File: config.mk
export PLATFORM = sky130hd
export DESIGN_NAME = ball_motion_ctrl
export DESIGN_NICKNAME = d
export VERILOG_FILES = /design/src/rtl/pingpong_pkg.sv /design/src/rtl/ball_bounds_check.sv /design/src/rtl/ball_motion_ctrl.sv
export SDC_FILE = /design/constraint.sdc
export NUM_CORES = 1
export LEC_CHECK = 0
export ABC_AREA = 0
export BUFFER_PORTS_ARGS = -buffer_cell sky130_fd_sc_hd__buf_4
export CAP_MARGIN = 15
export CORE_MARGIN = 2
export CORE_UTILIZATION = 30
export CTS_CLUSTER_SIZE = 14
export DETAILED_ROUTE_END_ITERATION = 8
export HOLD_SLACK_MARGIN = 0.02
export PLACE_DENSITY = 0.57
export SLEW_MARGIN = 20
export SYNTH_ARGS = -nofsm -noshare
export SYNTH_HDL_FRONTEND = slang
export SYNTH_SLANG_ARGS = --single-unit
File: constraint.sdc
create_clock -name clk -period 9.5 [get_ports clk]
set_input_delay 0.475 -clock clk [delete_from_list [all_inputs] [get_ports clk]]
set_output_delay 0.475 -clock clk [all_outputs]
set_load 0.02 [all_outputs]
File: src/rtl/pingpong_pkg.sv
// pingpong_pkg: shared constants, field slice positions and enums for the
// ball motion controller and its bounds checker.
// Optional feature macro: BALL_SPEEDUP_EN (adds the VX_MAX ceiling constant).
package pingpong_pkg;

    // Bus widths
    localparam int unsigned COORD_W = 11;
    localparam int unsigned LOC_W   = 2 * COORD_W;
    localparam int unsigned VEL_W   = 32;
    localparam int unsigned ANG_W   = 17;
    localparam int unsigned CNT_W   = 8;

    // Field positions inside the location / velocity / angle buses
    localparam int unsigned LOC_X_LSB   = 11;
    localparam int unsigned LOC_Y_LSB   = 0;
    localparam int unsigned VEL_VX_LSB  = 20;
    localparam int unsigned VEL_VY_SIGN = 15;
    localparam int unsigned VEL_VY_LSB  = 4;
    localparam int unsigned ANG_DIR     = 16;

    // Playfield geometry
    localparam logic [COORD_W-1:0] X_MIN       = 11'd8;
    localparam logic [COORD_W-1:0] X_MAX       = 11'd631;
    localparam logic [COORD_W-1:0] Y_MIN       = 11'd8;
    localparam logic [COORD_W-1:0] Y_MAX       = 11'd471;
    localparam logic [COORD_W-1:0] PADDLE_HALF = 11'd32;

    // Serve point, serve speed and serve hold time
    localparam logic [COORD_W-1:0] INIT_X       = 11'd395;
    localparam logic [COORD_W-1:0] INIT_Y       = 11'd240;
    localparam logic [COORD_W-1:0] VX_INIT      = 11'd2;
    localparam logic [COORD_W-1:0] VY_INIT      = 11'd1;
    localparam logic [CNT_W-1:0]   SERVE_FRAMES = 8'd60;

`ifdef BALL_SPEEDUP_EN
    // x speed ceiling for paddle-hit acceleration
    localparam logic [COORD_W-1:0] VX_MAX = 11'd8;
`endif

    typedef enum logic [1:0] {
        ST_IDLE  = 2'd0,
        ST_STEP  = 2'd1,
        ST_CHECK = 2'd2,
        ST_SERVE = 2'd3
    } state_t;

    typedef enum logic [1:0] {
        COL_NONE = 2'd0,
        COL_WALL = 2'd1,
        COL_HIT  = 2'd2,
        COL_MISS = 2'd3
    } col_t;

    // Unsigned distance between two rows
    function automatic logic [COORD_W-1:0] abs_diff(input logic [COORD_W-1:0] a,
                                                    input logic [COORD_W-1:0] b);
        return (a >= b) ? (a - b) : (b - a);
    endfunction

endpackage

File: src/rtl/ball_bounds_check.sv
// ball_bounds_check: combinational collision classifier for one frame step.
// Takes the datapath's raw next location and the current directions, resolves
// wall bounces first, then the paddle line on the side the ball is heading to.
// Ports:
//   nx, ny              in  : raw next location from the datapath (11-bit, wrapping)
//   vy_up, dir_left     in  : current y direction (1 = y decreasing), x direction (1 = toward A)
//   paddle_a_y/_b_y     in  : paddle centre rows
//   cx_c, cy_c          out : corrected location
//   vy_up_c, dir_left_c out : corrected directions
//   col_c               out : collision class (col_t encoding)
//   miss_a_c            out : the miss (if any) was on player A's side
module ball_bounds_check
    import pingpong_pkg::*;
(
    input  logic [COORD_W-1:0] nx,
    input  logic [COORD_W-1:0] ny,
    input  logic               vy_up,
    input  logic               dir_left,
    input  logic [COORD_W-1:0] paddle_a_y,
    input  logic [COORD_W-1:0] paddle_b_y,
    output logic [COORD_W-1:0] cx_c,
    output logic [COORD_W-1:0] cy_c,
    output logic               vy_up_c,
    output logic               dir_left_c,
    output logic [1:0]         col_c,
    output logic               miss_a_c
);

    col_t col;

    // Y wall is resolved first so the paddle test sees the clamped row.
    // A ball moving left that wraps below zero lands above X_MAX, hence the
    // two-sided test on the A line.
    always_comb begin
        cx_c       = nx;
        cy_c       = ny;
        vy_up_c    = vy_up;
        dir_left_c = dir_left;
        col        = COL_NONE;
        miss_a_c   = 1'b0;

        if (vy_up && ((ny < Y_MIN) || (ny > Y_MAX))) begin
            cy_c    = Y_MIN;
            vy_up_c = 1'b0;
            col     = COL_WALL;
        end else if (!vy_up && (ny > Y_MAX)) begin
            cy_c    = Y_MAX;
            vy_up_c = 1'b1;
            col     = COL_WALL;
        end

        if (dir_left && ((nx < X_MIN) || (nx > X_MAX))) begin
            if (abs_diff(cy_c, paddle_a_y) <= PADDLE_HALF) begin
                cx_c       = X_MIN;
                dir_left_c = 1'b0;
                col        = COL_HIT;
            end else begin
                col      = COL_MISS;
                miss_a_c = 1'b1;
            end
        end else if (!dir_left && (nx > X_MAX)) begin
            if (abs_diff(cy_c, paddle_b_y) <= PADDLE_HALF) begin
                cx_c       = X_MAX;
                dir_left_c = 1'b1;
                col        = COL_HIT;
            end else begin
                col = COL_MISS;
            end
        end
    end

    assign col_c = col;

endmodule

File: src/rtl/ball_motion_ctrl.sv
// ball_motion_ctrl: per-frame scheduler for the ball position update.
// On each accepted frame tick it strobes the datapath, takes the updated
// location one cycle later, resolves collisions/misses and commits the new
// location, velocity and direction. After a miss the ball is held at the
// serve point for SERVE_FRAMES frames.
// Optional feature macro: BALL_SPEEDUP_EN (paddle hits raise |vx| up to VX_MAX).
// Ports:
//   clk, rst_n          in  : clock, synchronous reset (active HIGH despite the name)
//   frame_tick          in  : one-cycle pulse per video frame
//   game_en             in  : 0 freezes the game (ticks ignored in IDLE/SERVE)
//   paddle_a_y/_b_y     in  : paddle centre rows
//   new_ball_location   in  : datapath result {x, y}
//   compute_alter       out : datapath update strobe
//   ball_location       out : committed location {x, y}
//   ball_velocity       out : {|vx| @30:20, vy sign @15, |vy| @14:4}
//   ball_angle          out : x direction @16 (1 = toward A)
//   score_a, score_b    out : one-cycle point pulses
//   step_done           out : one-cycle pulse after each commit
//   overrun             out : sticky, tick seen while a step was in flight
module ball_motion_ctrl
    import pingpong_pkg::*;
(
    input  logic               clk,
    input  logic               rst_n,
    input  logic               frame_tick,
    input  logic               game_en,
    input  logic [COORD_W-1:0] paddle_a_y,
    input  logic [COORD_W-1:0] paddle_b_y,
    input  logic [LOC_W-1:0]   new_ball_location,
    output logic               compute_alter,
    output logic [LOC_W-1:0]   ball_location,
    output logic [VEL_W-1:0]   ball_velocity,
    output logic [ANG_W-1:0]   ball_angle,
    output logic               score_a,
    output logic               score_b,
    output logic               step_done,
    output logic               overrun
);

    state_t             state, state_nx;
    logic [CNT_W-1:0]   serve_cnt, serve_cnt_nx;
    logic [COORD_W-1:0] loc_x, loc_x_nx;
    logic [COORD_W-1:0] loc_y, loc_y_nx;
    logic [COORD_W-1:0] vx, vx_nx;
    logic [COORD_W-1:0] vy, vy_nx;
    logic               vy_up, vy_up_nx;
    logic               dir_left, dir_left_nx;
    logic               compute_alter_nx;
    logic               score_a_nx, score_b_nx;
    logic               step_done_nx;
    logic               overrun_nx;

    logic [COORD_W-1:0] cx_c, cy_c;
    logic               vy_up_c, dir_left_c, miss_a_c;
    logic [1:0]         col_raw;
    col_t               col;

    // Collision classification of the datapath result
    ball_bounds_check u_bounds (
        .nx         (new_ball_location[LOC_X_LSB +: COORD_W]),
        .ny         (new_ball_location[LOC_Y_LSB +: COORD_W]),
        .vy_up      (vy_up),
        .dir_left   (dir_left),
        .paddle_a_y (paddle_a_y),
        .paddle_b_y (paddle_b_y),
        .cx_c       (cx_c),
        .cy_c       (cy_c),
        .vy_up_c    (vy_up_c),
        .dir_left_c (dir_left_c),
        .col_c      (col_raw),
        .miss_a_c   (miss_a_c)
    );

    assign col = col_t'(col_raw);

    // State and output registers
    always_ff @(posedge clk) begin
        if (rst_n) begin
            state         <= ST_IDLE;
            serve_cnt     <= '0;
            loc_x         <= INIT_X;
            loc_y         <= INIT_Y;
            vx            <= VX_INIT;
            vy            <= VY_INIT;
            vy_up         <= 1'b0;
            dir_left      <= 1'b1;
            compute_alter <= 1'b0;
            score_a       <= 1'b0;
            score_b       <= 1'b0;
            step_done     <= 1'b0;
            overrun       <= 1'b0;
        end else begin
            state         <= state_nx;
            serve_cnt     <= serve_cnt_nx;
            loc_x         <= loc_x_nx;
            loc_y         <= loc_y_nx;
            vx            <= vx_nx;
            vy            <= vy_nx;
            vy_up         <= vy_up_nx;
            dir_left      <= dir_left_nx;
            compute_alter <= compute_alter_nx;
            score_a       <= score_a_nx;
            score_b       <= score_b_nx;
            step_done     <= step_done_nx;
            overrun       <= overrun_nx;
        end
    end

    // Next-state and next-output logic
    always_comb begin
        state_nx         = state;
        serve_cnt_nx     = serve_cnt;
        loc_x_nx         = loc_x;
        loc_y_nx         = loc_y;
        vx_nx            = vx;
        vy_nx            = vy;
        vy_up_nx         = vy_up;
        dir_left_nx      = dir_left;
        compute_alter_nx = 1'b0;
        score_a_nx       = 1'b0;
        score_b_nx       = 1'b0;
        step_done_nx     = 1'b0;
        overrun_nx       = overrun;

        case (state)
            ST_IDLE: begin
                // compute_alter is raised for exactly the STEP cycle
                if (frame_tick && game_en) begin
                    state_nx         = ST_STEP;
                    compute_alter_nx = 1'b1;
                end
            end

            ST_STEP: begin
                state_nx = ST_CHECK;
            end

            ST_CHECK: begin
                step_done_nx = 1'b1;
                if (col == COL_MISS) begin
                    // Re-serve from the centre toward the player who missed
                    state_nx     = ST_SERVE;
                    serve_cnt_nx = '0;
                    loc_x_nx     = INIT_X;
                    loc_y_nx     = INIT_Y;
                    vx_nx        = VX_INIT;
                    vy_nx        = VY_INIT;
                    vy_up_nx     = 1'b0;
                    dir_left_nx  = miss_a_c;
                    score_b_nx   = miss_a_c;
                    score_a_nx   = !miss_a_c;
                end else begin
                    state_nx    = ST_IDLE;
                    loc_x_nx    = cx_c;
                    loc_y_nx    = cy_c;
                    vy_up_nx    = vy_up_c;
                    dir_left_nx = dir_left_c;
`ifdef BALL_SPEEDUP_EN
                    if (col == COL_HIT) begin
                        vx_nx = (vx >= VX_MAX) ? VX_MAX : (vx + COORD_W'(1));
                    end
`endif
                end
            end

            ST_SERVE: begin
                // Hold the ball until SERVE_FRAMES enabled ticks have passed
                if (frame_tick && game_en) begin
                    if (serve_cnt == (SERVE_FRAMES - CNT_W'(1))) begin
                        state_nx     = ST_IDLE;
                        serve_cnt_nx = '0;
                    end else begin
                        serve_cnt_nx = serve_cnt + CNT_W'(1);
                    end
                end
            end

            default: begin
                state_nx = ST_IDLE;
            end
        endcase

        // A tick while a step is in flight is dropped and flagged
        if (frame_tick && ((state == ST_STEP) || (state == ST_CHECK))) begin
            overrun_nx = 1'b1;
        end
    end

    // Output bus assembly from the committed registers
    assign ball_location = {loc_x, loc_y};

    always_comb begin
        ball_velocity                           = '0;
        ball_velocity[VEL_VX_LSB +: COORD_W]    = vx;
        ball_velocity[VEL_VY_SIGN]              = vy_up;
        ball_velocity[VEL_VY_LSB +: COORD_W]    = vy;
    end

    always_comb begin
        ball_angle          = '0;
        ball_angle[ANG_DIR] = dir_left;
    end

endmodule

# Word-level counts from Yosys, hierarchy flattened
# Index checks and enable logic that the tools add are counted.
dict set report word_totals {
  out_inout_bits 76
  inputBits 48
  word_cells 97
  register_bits 39
}
dict set report op_classes {
  muxes 37
  reduce_logical 23
  addsub 5
  bitwise_logic 3
  order_cmp 8
  eq_ne 10
}
# operator count
set op_table {}
lappend op_table {{11-bit two-way mux} 10}
lappend op_table {{11-bit subtractor} 4}
lappend op_table {{8-bit two-way mux} 3}
lappend op_table {{11-bit >= comparator} 2}
lappend op_table {{11-bit by 6-bit <= comparator with 1-bit output (second input constant)} 2}
lappend op_table {{11-bit by 4-bit < comparator with 1-bit output (second input constant)} 2}
lappend op_table {{8-bit one-hot mux with 2 select lines} 1}
lappend op_table {{1-bit two-way mux} 15}
lappend op_table {{2-bit two-way mux} 7}
lappend op_table {{11-bit by 10-bit > comparator with 1-bit output (second input constant)} 1}
lappend op_table {{11-bit by 9-bit > comparator with 1-bit output (second input constant)} 1}
lappend op_table {{3-bit nonzero test} 3}
lappend op_table {{8-bit by 1-bit adder with 8-bit output (second input constant)} 1}
lappend op_table {{8-bit by 6-bit == test with 1-bit output (second input constant)} 1}
lappend op_table {{2-bit != test (second input constant)} 4}
lappend op_table {{2-bit one-hot mux with 4 select lines} 1}
lappend op_table {{2-bit == test (second input constant)} 3}
lappend op_table {{1-bit logical AND} 6}
lappend op_table {{3-bit AND reduction} 2}
lappend op_table {{4-bit AND reduction} 1}
lappend op_table {{1-bit zero test} 3}
lappend op_table {{1-bit logical OR} 3}
lappend op_table {{3-bit != test (second input constant)} 1}
lappend op_table {{1-bit NOT} 3}
lappend op_table {{6 further kinds} 6}

# Depth between registers and ports, before layout
# Gate-level depths: netlist (run 1).
dict set report logic_depth {
  word_depth 13
  depth_mapped 19
  ltp_nobuf 17
}

# Cells and area by module
# From an unflattened synthesis (run 1), not the netlist that was laid out.
dict set report hier_totals {
  hier_cells 532
  area_unflattened_um2 4112.7
}
# mod n_inst cells_per_inst area_each_um2 seq_area_each_um2
set by_module_without_submodules {}
lappend by_module_without_submodules {ball_bounds_check 1 310 2154.6 0.0}
lappend by_module_without_submodules {ball_motion_ctrl 1 222 1958.1 780.7}

# Worst setup path after synthesis (run 1)
# Ideal clock, no wire load.
dict set report synth_timing {
  path_kind {input to register}
  from {input port new_ball_location[6]}
  to {register loc_x[0]}
  arrival_time_ps 4343
  cell_stages 18
  path_slack_ps 5023
  required_time_ps 9366
  setup_time_ps 134
  path_buffers 1
  path_cell_list {nand3_1 -> o21ai_1 -> a21oi_1 -> nand2b_1 -> o21ai_0 -> inv_1 -> ha_1 -> buf_6 -> a21o_1 -> or3_4 -> o211a_4 -> a2111o_1 -> a21o_1 -> a211oi_2 -> o2111a_2 -> nand2_4 -> o21a_4 -> or4b_1}
}
dict set report synth_between {
  elab_chain_cells 12
  word_cells_on_any_way 29
  cone_classes {4 x add/sub; 6 x order compare; 1 x eq/ne; 15 x mux; 3 x reduce/logical}
}
# item line
set synth_rtl {}
lappend synth_rtl {{from (decl)} ball_motion_ctrl.sv:29} ;# input logic [LOC_W-1:0] new_ball_location,
lappend synth_rtl {{11-bit by 9-bit > comparator with 1-bit output / 11-bit by 4-bit < comparator with 1-bit output (equally long branches)} {ball_bounds_check.sv:42, ball_bounds_check.sv:46}}
lappend synth_rtl {{1-bit logical AND / 1-bit logical OR (equally long branches)} {ball_bounds_check.sv:46, ball_bounds_check.sv:42}}
lappend synth_rtl {{11-bit two-way mux / 1-bit logical AND (equally long branches)} {ball_bounds_check.sv:46, ball_bounds_check.sv:42}}
lappend synth_rtl {{11-bit two-way mux} ball_bounds_check.sv:42} ;# if (vy_up && ((ny < Y_MIN) || (ny > Y_MAX))) begin
lappend synth_rtl {{11-bit subtractor / 11-bit >= comparator (equally long branches)} pingpong_pkg.sv:57} ;# return (a >= b) ? (a - b) : (b - a);
lappend synth_rtl {{11-bit two-way mux} pingpong_pkg.sv:57}
lappend synth_rtl {{11-bit by 6-bit <= comparator with 1-bit output} ball_bounds_check.sv:62} ;# if (abs_diff(cy_c, paddle_b_y) <= PADDLE_HALF) begin
lappend synth_rtl {{1-bit two-way mux} ball_bounds_check.sv:62}
lappend synth_rtl {{2-bit two-way mux} ball_bounds_check.sv:61} ;# end else if (!dir_left && (nx > X_MAX)) begin
lappend synth_rtl {{2-bit two-way mux} ball_bounds_check.sv:52} ;# if (dir_left && ((nx < X_MIN) || (nx > X_MAX))) begin
lappend synth_rtl {{2-bit == test} ball_motion_ctrl.sv:140} ;# if (col == COL_MISS) begin
lappend synth_rtl {{11-bit two-way mux (*)} ball_motion_ctrl.sv:140}
lappend synth_rtl {{to (signal assigned)} ball_motion_ctrl.sv:95} ;# loc_x <= loc_x_nx;
lappend synth_rtl {{to (decl)} ball_motion_ctrl.sv:42} ;# logic [COORD_W-1:0] loc_x, loc_x_nx;
# Mark *: on every way between the ends. The rest lies on a longest branch, timed or not.
# A chain may end at the register's enable or synchronous reset.

# Worst setup path in the final report (run 1)
dict set report layout_timing {
  from {input port new_ball_location[6]}
  to {register loc_y[7]}
}
dict set report layout_between {
  elab_chain_cells 12
  word_cells_on_any_way 25
  cone_classes {4 x add/sub; 6 x order compare; 1 x eq/ne; 11 x mux; 3 x reduce/logical}
}
# item line
set layout_rtl {}
lappend layout_rtl {{11-bit by 9-bit > comparator with 1-bit output / 11-bit by 4-bit < comparator with 1-bit output (equally long branches)} {ball_bounds_check.sv:42, ball_bounds_check.sv:46}}
lappend layout_rtl {{1-bit logical AND / 1-bit logical OR (equally long branches)} {ball_bounds_check.sv:46, ball_bounds_check.sv:42}}
lappend layout_rtl {{11-bit two-way mux / 1-bit logical AND (equally long branches)} {ball_bounds_check.sv:46, ball_bounds_check.sv:42}}
lappend layout_rtl {{11-bit two-way mux} ball_bounds_check.sv:42}
lappend layout_rtl {{11-bit subtractor / 11-bit >= comparator (equally long branches)} pingpong_pkg.sv:57}
lappend layout_rtl {{11-bit two-way mux} pingpong_pkg.sv:57}
lappend layout_rtl {{11-bit by 6-bit <= comparator with 1-bit output} ball_bounds_check.sv:62}
lappend layout_rtl {{1-bit two-way mux} ball_bounds_check.sv:62}
lappend layout_rtl {{2-bit two-way mux} ball_bounds_check.sv:61}
lappend layout_rtl {{2-bit two-way mux} ball_bounds_check.sv:52}
lappend layout_rtl {{2-bit == test} ball_motion_ctrl.sv:140}
lappend layout_rtl {{11-bit two-way mux (*)} ball_motion_ctrl.sv:140}
lappend layout_rtl {{to (signal assigned)} ball_motion_ctrl.sv:96} ;# loc_y <= loc_y_nx;
lappend layout_rtl {{to (decl)} ball_motion_ctrl.sv:43} ;# logic [COORD_W-1:0] loc_y, loc_y_nx;
# Marked as above.

==> results.yml, run 1 <==
placed_design:
  place_congestion: 0.9238
  dp_hpwl_mm: 10.60
  portBuffers: 76
  dp_cells: 813
timing:
  rsz0062_at_grt: "false"
  worst_slew_pin_slew_ns: 0.9639
  fmax_ghz: 0.1862
  hold_viol_final: 0
  skew_ns: 0.003451
  tns_ns: 0
  relSlewSlack_pct: 35.50
  setup_viol: 0
  period_needed_ns: 5.370
  drv_slew: 0
  timing.final.crit_share_pct: 56.52
layout:
  multi_input_area_um2: 3094
  fill_cells: 1496
  num_antenna_cells: 0
  area_growth_pct: 16.93
  register_area_um2: 780.7
  final_util_pct: 36.07
  nets: 735
  drive_gt1_share_pct: 15.76
  stdcell_count: 821
clock_network:
  clockBufferDepth: 2
  h-tree-depth: 2
  cts_buffers: 5
  clock-root-buffer: "clkbuf_16"
  post_cts_buffers: 0
  ctsHoldBuffers: 0
  insertion_delay_ns: 0.29
  cts_sinks: 39
  clk_pin_slew_ns: 0.07
  cts_tree: "yes"
  cts_resized: 0
worst_setup_path:
  crit_path_max_fanout: 10
  worstSetupPathType: "in2reg"
  crit_arrival_ns: 5.51
  crit-reg2reg-capture: "loc_y[7]"
  crit_path_start_kind: "input pin"
  r2r.worst_path.cells: 14
  r2r_start: "vy_up"
  cp.required_ns: 9.64
  cp-end-kind: "flop"
  r2r_slack_ns: 4.64
global_routing:
  grt_overflow: 0
  grt_usage_pct: 17.26
  grt_pass1_wl_mm: 20.67
  antenna_found_initial: 0
  grt_pass1_vias: 3975
  grt_max_degree: 22
floorplan:
  core_area_um2: 13990
  ioPinCount: 124
  die_h_um: 123.9
  fp.dieW_um: 123.9
  dieArea_um2: 15360
  row_count: 43
  start_util_pct: 30.85
power_and_ir_drop:
  p_switching_mw: 0.2676
  intPower_mw: 0.4136
  ir_worst_vdd_mv: 0.08822
  comb_power_share_pct: 42.9
  p_clk_share_pct: 29.8
  sequentialPowerShare_pct: 27.2
  swShare_pct: 39.29
  powerDensity_nw_per_um2: 135.0
  power_mw: 0.6812
  leakagePower_nw: 2.292
yosys:
  synth_top_area_share_pct: 18.09
  synth_ff_type: "dfxtp_1"
  synth_area_um2: 4315
  synth.area.top_cells: "dfxtp_1, ha_1, buf_4"
  ys_ff_latch: 39
  ys_types: 70
  synth_top_area_cell: "dfxtp_1"
  synth_cells: 570
  yosysMostFrequentCell: "a21oi_1"
  syn_area_per_cell_um2: 7.571
  ys_warn_count: 0
  synth_async_sr_flop_share_pct: 0
  synthTopCellsByCount: "a21oi_1, buf_4, inv_1, ha_1, dfxtp_1"
  yosysSeqAreaShare_pct: 18.09
  synth_edf_count: 0
detailed_routing:
  first_pass_iters: 5
  ant_nets: 0
  routed_wl_mm: 13.06
  viasPerCell: 5.205
  drc_errors: 0
  vias: 4273
  drt-initial-drc-count: 281
  wl_per_cell_um: 15.91
status:
  status: "complete, no violations"
min_path:
  hold_path_depth: 2
  worstHoldStart: "new_ball_location[18]"
  hp-class: "in2reg"
  whs_endpoint: "loc_x[7]"
flow_run:
  max-cap-violations: 0
## layout make-up
type / instances / share of cell area (%)
clock buffer: 5 / 2.480
inverter: 50 / 3.719
clock inverter: 3 / 0.9422
multi-input combinational: 466 / 61.32
sequential: 39 / 15.47
timing repair buffer: 78 / 11.60
tap: 180 / 4.463
## critical path, cell delays in order
cell,delay [ns]
buf_4,0.09
nand3_1,0.09
o21ai_1,0.43
a21oi_1,0.10
nand2b_1,0.27
o21ai_0,0.37
inv_1,0.29
ha_1,0.50
a21o_1,0.15
a21oi_1,0.09
o21ai_1,0.53
o22ai_1,0.18
nor3b_1,0.17
nor4b_1,0.45
o2111a_2,0.31
nand2_4,0.12
a211oi_2,0.72
a21oi_1,0.16
## power groups by stage
stage | Sequential [mW] | Clock (mW) | Combinational (mW)
5_1_grt | 0.187 | 0.216 | 0.325
2_1_floorplan | 0.197 | 0 | 0.214
6_report | 0.186 | 0.203 | 0.292
3_3_place_gp | 0.189 | 0 | 0.285
4_1_cts | 0.186 | 0.205 | 0.290
3_5_place_dp | 0.189 | 0 | 0.289
## state kept, by name, summed over array words and instances, names as in the netlist
register and count:
compute_alter 1, dir_left 1, loc_x 11, loc_y 11, overrun 1, score_a 1
score_b 1, serve_cnt 8, state 2, step_done 1, vy_up 1
## logic make-up after synthesis
family	count (synthesis)	share of synthesized area (%)
AO/OA/AOI/OAI	175	27.83
AND/OR/NAND/NOR	171	21.31
buffers and inverters	116	14.64
adder cells (fa/ha/maj)	47	13.63
flip-flops	39	18.09
XOR/XNOR	12	2.435
multiplexers	8	1.885
other	2	0.1740
## worst max-delay path by stage
stage | from | end | slack [ns] | cells after the start
after global placement | new_ball_location[6] | loc_x[1] | 4.00 | 18
after CTS | new_ball_location[6] | loc_y[7] | 4.13 | 18
after detailed placement | new_ball_location[6] | loc_y[7] | 3.85 | 18
final | new_ball_location[6] | loc_y[7] | 4.13 | 18
after floorplan | new_ball_location[6] | loc_x[0] | 5.02 | 18
after global routing | new_ball_location[8] | loc_x[3] | 3.65 | 18
## layer usage
metal	global-route usage (%)	wire length, um	vias to the layer above	part of all wire (%)
li1	-	-	2107	-
met1	23.96	6215	1986	48
met2	26.96	5705	157	44
met3	3.342	755	23	5.8
met4	5.407	386	0	3.0
met5	0	0	-	0
## stage by stage
stage | hold WS, ns | cell area, um2 | setup WS (ns)
2_1_floorplan | 0.4490 | 4507 | 5.023
3_3_place_gp | 0.4443 | 4873 | 3.998
3_5_place_dp | 0.4449 | 4873 | 3.848
4_1_cts | 0.4146 | 5046 | 4.127
5_1_grt | 0.4117 | 5046 | 3.647
6_report | 0.4100 | 5046 | 4.130
## cell usage in the layout (no fill, tap or decap), drive strengths merged, types with 8 or more instances in the layout
master,instances
a21o,11
a21oi,57
buf,78
conb,53
dfxtp,39
ha,47
inv,50
nand2,30
nand2b,12
nand3,14
nand4,9
nor2,33
nor2b,9
nor3,17
o21a,8
o21ai,28
or3,9
Note: power is estimated with default switching activity, not from simulation.
==> run 2: changes to the inputs <==
Clock period 9.5 ns to 5.38 ns, I/O delays scaled along.
==> run 2 against run 1 <==
Global-route usage decreased by 0.72 points. Largest cell class unchanged. Design area about the same. Die area did not move. Flip-flop and latch count unchanged. Count of clock-buffer cells in the layout is the same. Register-to-register slack got worse by 3.8 ns. Critical path type unchanged. Non-clock buffer count up 4. Clock power grew 44%.
==> results.yml, run 2 (same netlist as run 1, synthesis figures left out) <==
clock_network:
  cts_sinks: 39
  clock-root-buffer: "clkbuf_16"
  cts_buffers: 5
  insertion_delay_ns: 0.28
  h-tree-depth: 2
  clk_pin_slew_ns: 0.06
  clockBufferDepth: 2
  post_cts_buffers: 0
  cts_tree: "yes"
  ctsHoldBuffers: 0
global_routing:
  grt_pass1_wl_mm: 20.25
  grt_max_degree: 22
  antenna_found_initial: 0
  grt_usage_pct: 16.54
  grt_overflow: 0
  grt_pass1_vias: 4033
placed_design:
  place_congestion: 0.8836
  dp_hpwl_mm: 10.28
  portBuffers: 76
timing:
  timing.final.crit_share_pct: 89.15
  setup_viol: 0
  period_needed_ns: 4.796
  drv_slew: 0
  rsz0062_at_grt: "false"
  relSlewSlack_pct: 42.48
  fmax_ghz: 0.2085
  hold_viol_final: 0
  skew_ns: 0.005754
  worst_slew_pin_slew_ns: 0.8555
  tns_ns: 0
detailed_routing:
  vias: 4179
  wl_per_cell_um: 15.31
  routed_wl_mm: 12.63
  drt-initial-drc-count: 344
  ant_nets: 0
  drc_errors: 0
  first_pass_iters: 5
  viasPerCell: 5.065
power_and_ir_drop:
  leakagePower_nw: 2.299
  power_mw: 1.137
  intPower_mw: 0.6801
  powerDensity_nw_per_um2: 225.1
  ir_worst_vdd_mv: 0.1165
  p_clk_share_pct: 25.8
  swShare_pct: 40.19
  p_switching_mw: 0.4569
  comb_power_share_pct: 45.3
  sequentialPowerShare_pct: 28.9
layout:
  top_regs: "loc_x: 11 flops, loc_y: 11 flops, serve_cnt: 8 flops"
  mostFrequentLayoutCells: "buf_4, a21oi_1, conb_1"
  drive_gt1_share_pct: 16.46
  final_common_cell: "buf_4"
  nets: 739
  area_growth_pct: 17.05
  fill_cells: 1486
worst_setup_path:
  max_stage_delay_ns: 0.49
  r2r_start: "vy_up"
  cp-endpoint: "loc_x[1]"
  worstSetupPathType: "in2reg"
  crit_path_max_fanout: 10
  crit_path_start_kind: "input pin"
  r2r_slack_ns: 0.80
  worstPathCellList: "buf_4 > nand3_1 > o21ai_2 > a21oi_1 > nand2b_1 > o21ai_0 > inv_1 > ha_1 > and4_1 > a31oi_1 > o21ai_1 > nor4b_1 > nor3b_1 > nor4b_1 > o2111a_2 > nand2_4 > o21a_4 > or4b_1"
  cpMostUsedCell: "nor4b_1"
  path_buf_inv: 2
  crit_family: "simple AND/OR/NAND/NOR gates"
  crit-reg2reg-capture: "loc_x[1]"
  cp-end-kind: "flop"
  crit_arrival_ns: 4.96
  worst-path-stages: 18
  cp-startpoint: "new_ball_location[8]"
  cpMaxStageDelayCell: "or4b_1"
  cp.required_ns: 5.54
  r2r.worst_path.cells: 14
flow_run:
  max-cap-violations: 0
status:
  status: "complete, no violations"
floorplan:
  row_count: 43
  fp.dieW_um: 123.9
  dieArea_um2: 15360
  start_util_pct: 30.85
  die_h_um: 123.9
  core_area_um2: 13990
  ioPinCount: 124
min_path:
  hp-class: "in2reg"
run 2: changes by cell type in the layout (fill, tap and decap cells not counted), sizes merged:
cell    before  now
buf         78   82
bufinv       1    0
clkinv       2    3
diode        0    1
inv         50   49
run 2: how the worst min path moves through the flow:
| stage | from | to | slack (ns) | depth (start not counted) |
|---|---|---|---|---|
| final | new_ball_location[19] | loc_x[8] | 0.21 | 2 |
| after global routing | new_ball_location[19] | loc_x[8] | 0.22 | 2 |
| after CTS | new_ball_location[19] | loc_x[8] | 0.20 | 2 |
| after detailed placement | loc_x[2] | loc_x[2] | 0.44 | 2 |
| after global placement | loc_x[9] | loc_x[9] | 0.44 | 2 |
| after floorplan | new_ball_location[18] | loc_x[7] | 0.39 | 1 |
run 2: area by class of cell:
cell class / count / area [um2] / share of cell area (%)
clock inverter: 2 / 13.76 / 0.2725
timing repair buffer: 82 / 615.6 / 12.19
clock buffer: 5 / 125.1 / 2.477
sequential: 39 / 780.7 / 15.46
inverter: 50 / 187.7 / 3.716
antenna: 1 / 2.502 / 0.04954
multi-input combinational: 466 / 3100 / 61.38
tap: 180 / 225.2 / 4.459
run 2: power by group through the flow:
stage	clock, mW	combinational [mW]	sequential (mW)
finish	0.293	0.515	0.328
global route	0.311	0.574	0.331
CTS	0.300	0.512	0.329
detailed placement	0	0.509	0.335
global placement	0	0.506	0.334
floorplan	0	0.377	0.348
run 2: routing by layer:
layer,part of all wire [%],global-route usage (%)
met4,2.2,5.337
met1,47,22.16
met3,6.8,3.480
met5,0,0
met2,44,26.51
run 2: repair_timing:
item,CTS,global route
hold endpoints to repair,0,0
resized for setup,0,1
setup endpoints to repair,0,2
run 2: stage by stage:
step                      util, %  setup slack, ns  std cells  cell area [um2]  hold slack (ns)
after CTS                   36.05           0.5172        824             5042           0.2042
after global routing        36.09          0.07662        824             5049           0.2227
final                       36.11           0.5836        825             5051           0.2062
after floorplan                 -            1.109        621             4507           0.3940
after global placement      35.05           0.3189        817             4903           0.4438
after detailed placement    35.05           0.2252        817             4903           0.4426
==> run 3: changes to the inputs <==
Settings changed: PLACE_DENSITY 0.57 to 0.59.
Clock period 5.38 ns to 4.31 ns, I/O delays scaled along.
==> run 3 against run 2 <==
Via count up 8.8%. Register-to-register slack worse by 0.43 ns. Sequential power up 25%. Global-route usage up 0.36 points. Setup slack worse by 0.28 ns. Clock power up 33%. Non-clock buffer count up 72. Design area up 13%. Worst hold slack worse by 0.057 ns. Sequential share of layout area down 1.8 points. Final cell count up 8.7%. First-iteration DRC count down 23%. Critical path type unchanged. Critical endpoint unchanged.
==> results.yml, run 3 (same netlist as run 1, synthesis figures left out) <==
global_routing:
  grt_usage_pct: 16.90
  grt_pass1_wl_mm: 20.81
  grt_pass1_vias: 4276
  antenna_found_initial: 0
  grt_max_degree: 22
  grt_overflow: 0
clock_network:
  cts_sinks: 39
  cts_tree: "yes"
  post_cts_buffers: 0
  clk_pin_slew_ns: 0.07
  clock-root-buffer: "clkbuf_16"
  cts_buffers: 5
  h-tree-depth: 2
  insertion_delay_ns: 0.29
  clockBufferDepth: 2
worst_setup_path:
  crit-reg2reg-capture: "loc_x[1]"
  crit_family: "compound AO/OA/AOI/OAI gates"
  max_stage_delay_ns: 0.51
  r2r_slack_ns: 0.37
  r2r.worst_path.cells: 14
  path_buf_inv: 3
  cp.required_ns: 4.47
  cp-end-kind: "flop"
  r2r_start: "vy_up"
  cpMostUsedCell: "buf_4"
  crit_path_start_kind: "input pin"
  crit_arrival_ns: 4.17
  worstPathCellList: "buf_4 > nor2_1 > o21ai_1 > a21oi_1 > nand2b_4 > o21ai_0 > buf_4 > ha_1 > buf_4 > a21oi_1 > nor2b_1 > o32a_1 > a221oi_1 > mux2i_1 > xnor2_1 > o2111a_2 > nand2_4 > o21a_4 > or4b_1"
  worstSetupPathType: "in2reg"
  cpMaxStageDelayCell: "or4b_1"
  crit_path_max_fanout: 7
floorplan:
  row_count: 43
  start_util_pct: 30.85
  die_h_um: 123.9
  dieArea_um2: 15360
  ioPinCount: 124
  fp.dieW_um: 123.9
  core_area_um2: 13990
detailed_routing:
  drt-initial-drc-count: 265
  first_pass_iters: 5
  vias: 4548
  drc_errors: 0
  ant_nets: 0
  routed_wl_mm: 12.96
  wl_per_cell_um: 14.44
  viasPerCell: 5.070
timing:
  setup_viol: 0
  drv_slew: 0
  worst_slew_pin_slew_ns: 1.079
  fin_ws_ns: 0.3057
  skew_ns: 0.005914
  hold_viol_final: 0
  fmax_ghz: 0.2497
  relSlewSlack_pct: 27.83
  timing.final.crit_share_pct: 92.91
  rsz0062_at_grt: "false"
  period_needed_ns: 4.004
power_and_ir_drop:
  comb_power_share_pct: 48.6
  p_switching_mw: 0.6193
  swShare_pct: 39.74
  intPower_mw: 0.9389
  sequentialPowerShare_pct: 26.3
  powerDensity_nw_per_um2: 272.0
  ir_worst_vdd_mv: 0.1662
  leakagePower_nw: 2.679
  p_clk_share_pct: 25.1
placed_design:
  place_congestion: 0.9001
  dp_cells: 889
  portBuffers: 76
  pre_cts_slack_ns: -0.2691
  dp_hpwl_mm: 10.73
layout:
  stdcell_count: 897
  nets: 811
  top_regs: "loc_x: 11 flops, loc_y: 11 flops, serve_cnt: 8 flops"
  mostFrequentLayoutCells: "buf_4, a21oi_1, conb_1"
  fill_cells: 1443
  num_antenna_cells: 0
  drive_gt1_share_pct: 27.20
  final_common_cell: "buf_4"
  area_growth_pct: 32.76
flow_run:
  max-cap-violations: 0
min_path:
  whs_endpoint: "loc_x[7]"
  hold_path_depth: 2
  hp-class: "in2reg"
  worstHoldStart: "new_ball_location[18]"
status:
  status: "complete, no violations"
## run 3: worst max-delay path by stage
stage,slack (ns),end,from,depth (start not counted)
finish,0.31,loc_x[1],new_ball_location[10],19
global route,0.03,loc_x[1],new_ball_location[4],18
CTS,0.02,loc_x[1],new_ball_location[7],18
detailed placement,-0.27,loc_x[1],new_ball_location[7],18
global placement,-0.12,loc_x[1],new_ball_location[7],18
floorplan,0.09,loc_x[0],new_ball_location[6],18
## run 3: cell type report
class                           instances  area [um2]  area share (%)
Clock inverter                          3       23.77          0.4149
Clock buffer                            5       125.1           2.184
Sequential cell                        39       780.7           13.63
Inverter                               50       187.7           3.276
Timing Repair Buffer                  154        1156           20.18
Multi-Input combinational cell        466        3231           56.39
Tap cell                              180       225.2           3.931
## run 3: metrics by stage
step                setup TNS, ns  utilization (%)  hold slack (ns)  power, mW  cell area (um2)
global placement           -1.335            38.92           0.4406      1.131             5444
floorplan                       0                -           0.3405     0.9058             4507
global route                    0            40.96           0.1531      1.659             5729
finish                          0            40.96           0.1493      1.558             5729
CTS                             0            39.98           0.1472      1.538             5593
detailed placement         -4.065            38.92           0.4473      1.143             5444
## run 3: routing by layer
layer  GRT usage [%]  part of all wire [%]  vias up
met5               0                     0        -
met4           3.581                   1.3        0
met3           2.885                   5.9       13
met2           28.37                    46      145
met1           22.77                    46     2125
li1                -                     -     2265
## run 3: worst register-to-register path, cell delays in order (launching register included)
cell	delay [ns]
dfxtp_1	0.48
nand2b_4	0.14
o21ai_2	0.10
inv_1	0.08
ha_1	0.32
a21o_1	0.19
or3_4	0.35
o211a_4	0.28
a2111o_1	0.32
a21o_1	0.19
a211oi_2	0.24
o2111a_2	0.30
nand2_4	0.09
o21a_4	0.23
or4b_1	0.51
## run 3: what timing repair did
item	in CTS	in global routing
endpoints found under the setup margin	0	26
resized for setup	0	28
hold endpoints to repair	0	0
hold buffers	0	0
## run 3: power by group through the flow
stage	logic, mW	registers (mW)	clock network [mW]
finish	0.758	0.409	0.391
global route	0.834	0.413	0.412
CTS	0.729	0.410	0.399
detailed placement	0.726	0.417	0
global placement	0.715	0.416	0
floorplan	0.471	0.435	0
